==> config.mk <==
export PLATFORM = sky130hd
export DESIGN_NAME = pc_ctrl_flat
export DESIGN_NICKNAME = d
export VERILOG_FILES = /design/src/rtl/pc_ctrl_pkg.sv /design/src/rtl/pc_ctrl_if.sv /design/src/rtl/pc_ctrl_pend_latch.sv /design/src/rtl/pc_ctrl.sv /design/src/flat_wrapper.sv
export SDC_FILE = /design/constraint.sdc
export NUM_CORES = 1
export LEC_CHECK = 0
export ABC_AREA = 1
export CORE_MARGIN = 2
export CORE_UTILIZATION = 50
export DETAILED_ROUTE_END_ITERATION = 10
export PLACE_DENSITY = 0.82
export SYNTH_ARGS = -nofsm -noshare
export SYNTH_HDL_FRONTEND = slang
export SYNTH_SLANG_ARGS = --single-unit
==> constraint.sdc <==
create_clock -name Clk -period 7.1 [get_ports Clk]
set_clock_uncertainty 0.05 [all_clocks]
set_input_delay 2.13 -clock Clk [delete_from_list [all_inputs] [get_ports Clk]]
set_output_delay 2.13 -clock Clk [all_outputs]
set_load 0.005 [all_outputs]
==> src/rtl/pc_ctrl_pkg.sv <==
// Shared fetch-stage constants and the pc_ctrl state encoding.
package pc_ctrl_pkg;

  localparam logic RstEnable   = 1'b1;
  localparam logic ChipEnable  = 1'b1;
  localparam logic ChipDisable = 1'b0;
  localparam logic NOSTOP      = 1'b0;
  localparam logic STOP        = 1'b1;
  localparam int   InstAddrBus = 32;

  typedef enum logic [1:0] {
    PC_ST_RESET = 2'd0,
    PC_ST_RUN   = 2'd1,
    PC_ST_PEND  = 2'd2
  } pc_state_t;

endpackage

==> src/rtl/pc_ctrl_if.sv <==
// Fetch-control bundle between ctrl/ID (master) and the PC controller (slave).
// misalign_o exists only when PC_ALIGN_CHECK_EN is defined.
interface pc_ctrl_if #(
  parameter int ADDR_W  = 32,
  parameter int STALL_W = 6
);

  logic [STALL_W-1:0] stall;
  logic               flush;
  logic [ADDR_W-1:0]  new_pc;
  logic               branch_flag_i;
  logic [ADDR_W-1:0]  branch_target_i;
  logic [ADDR_W-1:0]  pc;
  logic               ce;
`ifdef PC_ALIGN_CHECK_EN
  logic               misalign_o;

  modport master (
    output stall, flush, new_pc, branch_flag_i, branch_target_i,
    input  pc, ce, misalign_o
  );
  modport slave (
    input  stall, flush, new_pc, branch_flag_i, branch_target_i,
    output pc, ce, misalign_o
  );
`else
  modport master (
    output stall, flush, new_pc, branch_flag_i, branch_target_i,
    input  pc, ce
  );
  modport slave (
    input  stall, flush, new_pc, branch_flag_i, branch_target_i,
    output pc, ce
  );
`endif

endinterface

==> src/rtl/pc_ctrl_pend_latch.sv <==
// Holds one branch target resolved while fetch was stalled; capture overwrites,
// release clears. Synchronous active-high reset discards any pending branch.
module pc_ctrl_pend_latch
  import pc_ctrl_pkg::*;
#(
  parameter int ADDR_W = InstAddrBus
) (
  input  logic              Clk,
  input  logic              Rst,
  input  logic              i_capture,
  input  logic              i_release,
  input  logic [ADDR_W-1:0] i_target,
  output logic              o_valid,
  output logic [ADDR_W-1:0] o_target
);

  logic              r_valid;
  logic [ADDR_W-1:0] r_target;

  always_ff @(posedge Clk) begin
    if (Rst == RstEnable) begin
      r_valid <= 1'b0;
    end else if (i_capture) begin
      r_valid  <= 1'b1;
      r_target <= i_target;
    end else if (i_release) begin
      r_valid <= 1'b0;
    end
  end

  assign o_valid  = r_valid;
  assign o_target = r_target;

endmodule

==> src/rtl/pc_ctrl.sv <==
// Fetch PC/ROM-enable controller: one-edge redirect on flush/branch/pending, stall[0] holds pc.
// Optional PC_ALIGN_CHECK_EN adds a registered misalign_o flag on the fetch address.
module pc_ctrl
  import pc_ctrl_pkg::*;
#(
  parameter int                ADDR_W    = InstAddrBus,
  parameter logic [ADDR_W-1:0] RESET_VEC = '0,
  parameter int                STEP      = 4,
  parameter int                STALL_W   = 6
) (
  input logic     Clk,
  input logic     Rst,
  pc_ctrl_if.slave bus
);

  localparam logic [ADDR_W-1:0] STEP_W = ADDR_W'(STEP);

  pc_state_t         r_state;
  pc_state_t         w_state_nxt;
  logic [ADDR_W-1:0] r_pc;
  logic [ADDR_W-1:0] w_pc_nxt;
  logic              r_ce;
  logic              w_capture;
  logic              w_release;
  logic              w_pend_vld;
  logic [ADDR_W-1:0] w_pend_tgt;
  logic              w_unused_stall;

  // Only the fetch-stage bit matters here; later stages are someone else's concern.
  assign w_unused_stall = ^bus.stall[STALL_W-1:1];

  pc_ctrl_pend_latch #(.ADDR_W(ADDR_W)) u_pend (
    .Clk      (Clk),
    .Rst      (Rst),
    .i_capture(w_capture),
    .i_release(w_release),
    .i_target (bus.branch_target_i),
    .o_valid  (w_pend_vld),
    .o_target (w_pend_tgt)
  );

  always_ff @(posedge Clk) begin
    if (Rst == RstEnable) begin
      r_state <= PC_ST_RESET;
      r_pc    <= RESET_VEC;
      r_ce    <= ChipDisable;
    end else begin
      r_state <= w_state_nxt;
      r_pc    <= w_pc_nxt;
      r_ce    <= (w_state_nxt == PC_ST_RESET) ? ChipDisable : ChipEnable;
    end
  end

  always_comb begin
    w_state_nxt = r_state;
    w_pc_nxt    = r_pc;
    w_capture   = 1'b0;
    w_release   = 1'b0;
    case (r_state)
      PC_ST_RESET: begin
        // First fetch after reset is RESET_VEC itself, so pc is not advanced here.
        w_state_nxt = PC_ST_RUN;
      end
      default: begin
        if (bus.flush) begin
          w_pc_nxt    = bus.new_pc;
          w_release   = 1'b1;
          w_state_nxt = PC_ST_RUN;
        end else if (bus.stall[0] == STOP) begin
          if (bus.branch_flag_i) begin
            w_capture   = 1'b1;
            w_state_nxt = PC_ST_PEND;
          end
        end else if (bus.branch_flag_i) begin
          w_pc_nxt    = bus.branch_target_i;
          w_release   = 1'b1;
          w_state_nxt = PC_ST_RUN;
        end else if (w_pend_vld) begin
          w_pc_nxt    = w_pend_tgt;
          w_release   = 1'b1;
          w_state_nxt = PC_ST_RUN;
        end else begin
          w_pc_nxt = r_pc + STEP_W;
        end
      end
    endcase
  end

  assign bus.pc = r_pc;
  assign bus.ce = r_ce;

`ifdef PC_ALIGN_CHECK_EN
  logic r_misalign;

  // Flag tracks the value pc takes on the same edge; unaligned pc still loads.
  always_ff @(posedge Clk) begin
    if (Rst == RstEnable) begin
      r_misalign <= 1'b0;
    end else begin
      r_misalign <= ((w_pc_nxt % STEP_W) != '0);
    end
  end

  assign bus.misalign_o = r_misalign;
`endif

endmodule
==> src/flat_wrapper.sv <==
// flat-port wrapper written by rule: the top's interface ports become plain ports
module pc_ctrl_flat import pc_ctrl_pkg::*;
#(
  parameter int                ADDR_W    = InstAddrBus,
  parameter logic [ADDR_W-1:0] RESET_VEC = '0,
  parameter int                STEP      = 4,
  parameter int                STALL_W   = 6
)
  (Clk, Rst, bus_stall, bus_flush, bus_new_pc, bus_branch_flag_i, bus_branch_target_i, bus_pc, bus_ce);
  pc_ctrl_if #(.ADDR_W(ADDR_W), .STALL_W(STALL_W)) bus_i ();
  input logic Clk;
  input logic Rst;
  input wire logic [$bits(bus_i.stall)-1:0] bus_stall;
  input wire logic [$bits(bus_i.flush)-1:0] bus_flush;
  input wire logic [$bits(bus_i.new_pc)-1:0] bus_new_pc;
  input wire logic [$bits(bus_i.branch_flag_i)-1:0] bus_branch_flag_i;
  input wire logic [$bits(bus_i.branch_target_i)-1:0] bus_branch_target_i;
  output wire logic [$bits(bus_i.pc)-1:0] bus_pc;
  output wire logic [$bits(bus_i.ce)-1:0] bus_ce;
  assign bus_i.stall = bus_stall;
  assign bus_i.flush = bus_flush;
  assign bus_i.new_pc = bus_new_pc;
  assign bus_i.branch_flag_i = bus_branch_flag_i;
  assign bus_i.branch_target_i = bus_branch_target_i;
  assign bus_pc = bus_i.pc;
  assign bus_ce = bus_i.ce;
  pc_ctrl #(.ADDR_W(ADDR_W), .RESET_VEC(RESET_VEC), .STEP(STEP), .STALL_W(STALL_W)) u_core (.Clk(Clk), .Rst(Rst), .bus(bus_i));
endmodule
# Word-level counts from Yosys, hierarchy flattened
# Cells that the tools add are included.
[word_totals]
regBits = 68
input_bits = 74
out_inout_bits = 33
word_cells = 36
[classes]
addsub = 1
eq_ne = 1
n_mux = 22
bitwise = 2
reduce_logical = 5
[ops]
columns = ["op", "n"]
rows = [
  ["two-way mux 32 bit", 4],
  ["adder 32 x 3 -> 32 bit, second input constant", 1],
  ["two-way mux 1 bit", 12],
  ["two-way mux 2 bit", 6],
  ["zero test 2 bit", 2],
  ["AND reduction 2 bit", 2],
  ["!= test 2 x 1 -> 1 bit, second input constant", 1],
  ["NOT 1 bit", 2],
  ["nonzero test 2 bit", 1],
]

# Longest topological paths before layout
[logic_depth]
ltp_word = 7
ltp_mapped = 11
mapped_depth_nobuf = 11

# Hierarchy
# Synthesis repeated with hierarchy kept, for this count alone.
[hier_totals]
cells_unflattened = 544
hier_area_um2 = 3962.6
[by_module_without_submodules]
columns = ["mod", "n_inst", "cells_each", "area_each_um2", "seq_area_each_um2"]
rows = [
  ["pc_ctrl", 1, 505, 2957.8, 700.7],
  ["pc_ctrl_pend_latch", 1, 39, 1004.7, 980.9],
]

# Least setup slack after synthesis
# OpenSTA, ideal clock, no wires.
[synth_path]
path_kind = "input -> register"
start = "input bus_branch_flag_i"
end = "register u_core.u_pend.r_target[0], in the netlist u_core.u_pend.o_target[0], enable pin"
setup_time_ps = 421
arrival_ps = 4066
path_slack_ps = 2563
cell_stages = 4
path_cell_list = "buf_2 buf_1 nand3_1 nor2_1"
[synth_via]
elab_chain_len = 5
[synth_lines]
columns = ["element", "line", "source"]
rows = [
  ["from (decl)", "flat_wrapper.sv:16", "input wire logic [$bits(bus_i.branch_flag_i)-1:0] bus_branch_flag_i;"],
  ["two-way mux 1 bit", "pc_ctrl.sv:70", "if (bus.branch_flag_i) begin"],
  ["two-way mux 1 bit", "pc_ctrl.sv:69", "end else if (bus.stall[0] == STOP) begin"],
  ["two-way mux 1 bit", "pc_ctrl.sv:65", "if (bus.flush) begin"],
  ["two-way mux 1 bit", "pc_ctrl.sv:59", "case (r_state)"],
  ["AND reduction 2 bit (no source line)", "-", ""],
  ["to (signal assigned)", "pc_ctrl_pend_latch.sv:25", "r_target <= i_target;"],
  ["to (decl)", "pc_ctrl_pend_latch.sv:18", "logic [ADDR_W-1:0] r_target;"],
]
# No other way between the ends.
# A chain may end at the register's enable or synchronous reset.

# Worst setup path in the final report
[layout_path]
start = "input bus_branch_flag_i"
end = "register u_core.u_pend.r_target[28], in the netlist u_core.u_pend.o_target[28], enable pin"
# The elaborated chain is that of the path after synthesis.

==> flow_summary.toml <==
[route]
initialDrtViolationCount = 274
vias = 4018
postRouteWirelength_um = 11180
drc = 1
wl_per_cell_um = 15.07
detail-route-antenna-nets = 0
vias_per_cell = 5.415
firstDrtPassIters = 8

[flow_run]
max_cap_viol_count = 0

[synthesis]
synth.top_cell.area_share_pct = 24.04
async_reset_ff_share_pct = 0
netlist-cell-type-count = 33
synth.largest_area_cell = "sky130_fd_sc_hd__edfxtp_1"
share_of_the_yosys_chip_area_belonging_to_registers_pct = 42.07
netlist_instances = 542
avgSynthCellArea_um2 = 7.376
synth_nets = 617
yosys-top-cells-area = "sky130_fd_sc_hd__edfxtp_1, sky130_fd_sc_hd__dfxtp_1, sky130_fd_sc_hd__nand2_1, sky130_fd_sc_hd__nor2_1, sky130_fd_sc_hd__a21oi_1"
synth_seq_cells = 68
warnings_from_yosys = 0
synth-main-ff-cell = "sky130_fd_sc_hd__dfxtp_1"
synthesis.area_mm2 = 0.003998
number_of_enable_type_register_cells_in_the_synthesized_netlist = 32

[power_and_ir_drop]
switchingPower_uw = 258.7
p_clk_share_pct = 39.6
power.internal_uw = 771.4
power.static_leakage_uw = 0.001926
power.share.switching_pct = 25.11
power_frac_comb_pct = 16.6
p_per_area_mw_per_mm2 = 193.5
pwr-share-seq_pct = 43.8
irDropWorstVdd_mv = 0.1085
totalPowerFinal_uw = 1030

[die]
design.portCount = 107
die_area_mm2 = 0.008726
floorplan.core_area_mm2 = 0.007727
die_height_um = 93.42
floorplan.die.width_um = 93.42
initial_utilization_pct = 51.73
std_cell_rows = 32

[sta]
timing.max_slew.rel_slack_pct = 40.20
clock.fmax_ghz = 0.2161
finalHoldViolations = 0
timing.final.crit_share_pct = 65.18
final_max_slew_violation_count = 0
grt_setup_unrepaired = "no"
max_slew.worst_pin.slew_ns = 0.8957
fin_tns_setup_ns = 0
final_period_minus_worst_setup_slack_ns = 4.628
finalSetupViolCount = 0

[clocking]
cts_root_buffer = "sky130_fd_sc_hd__clkbuf_8"
cts.sink_count = 68
post_cts_setup_buffer_count = 0
clock_tree.htree_level_count = 3
tritoncts = "built"
clk_path_buf_depth = 2
cts_hold_buffers = 0
cts.reportedPaths.clkPinSlew_ns = 0.07
insertion_delay_ns = 0.34
cts_buffers = 9
cts-resized-gates = 0

[finish]
nets_final = 710
drive_gt1_share_pct = 10.78
finalNonFillerCells = 742
layout.core_utilization_pct = 68.91
antenna_cells = 0
filler_cell_count = 653
finish.instance_area_mm2 = 0.005325
area_growth_syn_to_layout_pct = 33.21

[place]
place_area_mm2 = 0.005067
globalplace.congestion = 0.9084
placedCellCount = 726
post-dp-hpwl_um = 7962
buffer_ports.inserted = 101

[critical_path]
critical_path.startpoint = "bus_branch_flag_i"
cp_data_arrival_time_ns = 4.60
path_class = "in -> reg"
worst_ep_required_time_ns = 7.07
crit_fanout = 20
start_kind = "primary input"
r2r-start = "u_core.r_state[1]$_SDFF_PP0_"
worst_setup_path_end_kind = "flip-flop"

[global_route]
pin_count_of_the_biggest_net_entering_global_routing = 56
grt.total_usage_pct = 26.58
grt_overflow = 0
grt_antenna_before_repair = 0
grt_first_pass_wirelength_um = 18310
via_count_of_the_first_global_routing_pass = 3835

[outcome]
run_status = "finished with violations"
failed_checks = "design-rule violations"

[hold_path]
min_path_type = "reg -> reg"
min-delay-start = "u_core.u_pend.o_valid$_SDFFE_PP0P_"
-- through the flow --
step	worst slack, ns	hold WS, ns
finish	2.472	0.4599
global route	2.356	0.4796
CTS	2.511	0.4590
detailed placement	2.147	0.4488
global placement	2.205	0.4269
floorplan	2.563	0.4148
-- cell usage after synthesis (3+ instances only) --
library cell and instances:
sky130_fd_sc_hd__a21oi_1 37, sky130_fd_sc_hd__buf_2 15, sky130_fd_sc_hd__o21ai_1 3, sky130_fd_sc_hd__inv_2 6, sky130_fd_sc_hd__o211ai_1 7, sky130_fd_sc_hd__o21ai_0 8
sky130_fd_sc_hd__or2_1 3, sky130_fd_sc_hd__nor2_1 83, sky130_fd_sc_hd__nor2_4 13, sky130_fd_sc_hd__xor2_1 3, sky130_fd_sc_hd__clkbuf_1 8, sky130_fd_sc_hd__nand2_1 167
sky130_fd_sc_hd__nand2_2 10, sky130_fd_sc_hd__a21oi_2 8, sky130_fd_sc_hd__nor2_2 6, sky130_fd_sc_hd__nand3_1 33, sky130_fd_sc_hd__a221oi_1 21, sky130_fd_sc_hd__inv_1 23
sky130_fd_sc_hd__edfxtp_1 32, sky130_fd_sc_hd__dfxtp_1 36
-- critical path, cell delays in order --
cell,delay (ns)
sky130_fd_sc_hd__clkdlybuf4s50_1,0.94
sky130_fd_sc_hd__buf_4,0.37
sky130_fd_sc_hd__nand3_1,0.15
sky130_fd_sc_hd__nor2_2,0.58
sky130_fd_sc_hd__buf_4,0.41
-- cells by family (layout without fill, tap and decap cells) --
logic type	after synthesis	count (layout)	synth area share (%)
compound gates	90	90	14.80
xor+xnor	5	5	1.096
fa+ha+maj	1	1	0.3129
buf+inv	56	154	5.822
flops	68	68	42.07
simple gates	322	322	35.90
-- power groups by stage --
stage	clock [uW]	sequential, uW	combinational (uW)
5_1_grt	430	454	189
3_3_place_gp	0	458	166
2_1_floorplan	0	455	84.0
3_5_place_dp	0	459	170
4_1_cts	412	450	171
6_report	408	451	171
-- layer usage --
layer | vias up | wire [um] | global-route usage, %
li1 | 1984 | - | -
met1 | 1861 | 4797 | 34.90
met2 | 150 | 5407 | 44.00
met3 | 23 | 706 | 3.384
met4 | 0 | 273 | 11.40
met5 | - | 0 | 0
-- placed cells by master, fill, tap and decap left out, types with 2 or more instances in the layout --
cell type	n
sky130_fd_sc_hd__buf_4	6
sky130_fd_sc_hd__a22o_1	2
sky130_fd_sc_hd__o21ai_0	8
sky130_fd_sc_hd__nor2_2	7
sky130_fd_sc_hd__nand2_2	10
sky130_fd_sc_hd__nand2_1	167
sky130_fd_sc_hd__o211ai_1	7
sky130_fd_sc_hd__and2_1	2
sky130_fd_sc_hd__bufinv_16	3
sky130_fd_sc_hd__xnor2_1	2
sky130_fd_sc_hd__xor2_1	3
sky130_fd_sc_hd__nand2_4	2
sky130_fd_sc_hd__inv_2	6
sky130_fd_sc_hd__nor2_1	82
sky130_fd_sc_hd__or2_1	3
sky130_fd_sc_hd__a21oi_1	37
sky130_fd_sc_hd__dfxtp_1	36
sky130_fd_sc_hd__a221oi_1	21
sky130_fd_sc_hd__clkinv_1	2
sky130_fd_sc_hd__clkdlybuf4s50_1	101
sky130_fd_sc_hd__a31oi_1	2
sky130_fd_sc_hd__o21bai_1	2
sky130_fd_sc_hd__a21oi_2	8
sky130_fd_sc_hd__o21ai_1	3
sky130_fd_sc_hd__clkbuf_8	11
sky130_fd_sc_hd__edfxtp_1	32
sky130_fd_sc_hd__nand3_1	33
sky130_fd_sc_hd__nor2_4	13
sky130_fd_sc_hd__inv_1	23
-- worst paths after layout --
path	to	depth (start not counted)	slack [ns]
worst max register to register	u_core.bus.pc[0]$_SDFFE_PP0P_	6	5.04
worst min-delay path	u_core.u_pend.o_valid$_SDFFE_PP0P_	2	0.46
worst min register to register	u_core.u_pend.o_valid$_SDFFE_PP0P_	2	0.46
worst max-delay path	u_core.u_pend.o_target[28]$_DFFE_PP_	5	2.47
-- final cells by class --
type	count	area [um2]	share of cell area, %
sequential	68	1682	31.58
timing repair buffer	107	1056	19.83
inverter	31	116.4	2.185
clock buffer	11	151.4	2.843
multi-input combinational	418	2086	39.17
clock inverter	5	106.4	1.997
tap	102	127.6	2.397
-- state kept, by name (all words and copies together), names as in the netlist --
name,count
u_core.bus.ce,1
u_core.r_state,2
u_core.u_pend.o_target,32
u_core.u_pend.o_valid,1
u_core.bus.pc,32
No activity file was read; power rests on OpenSTA's default activity.
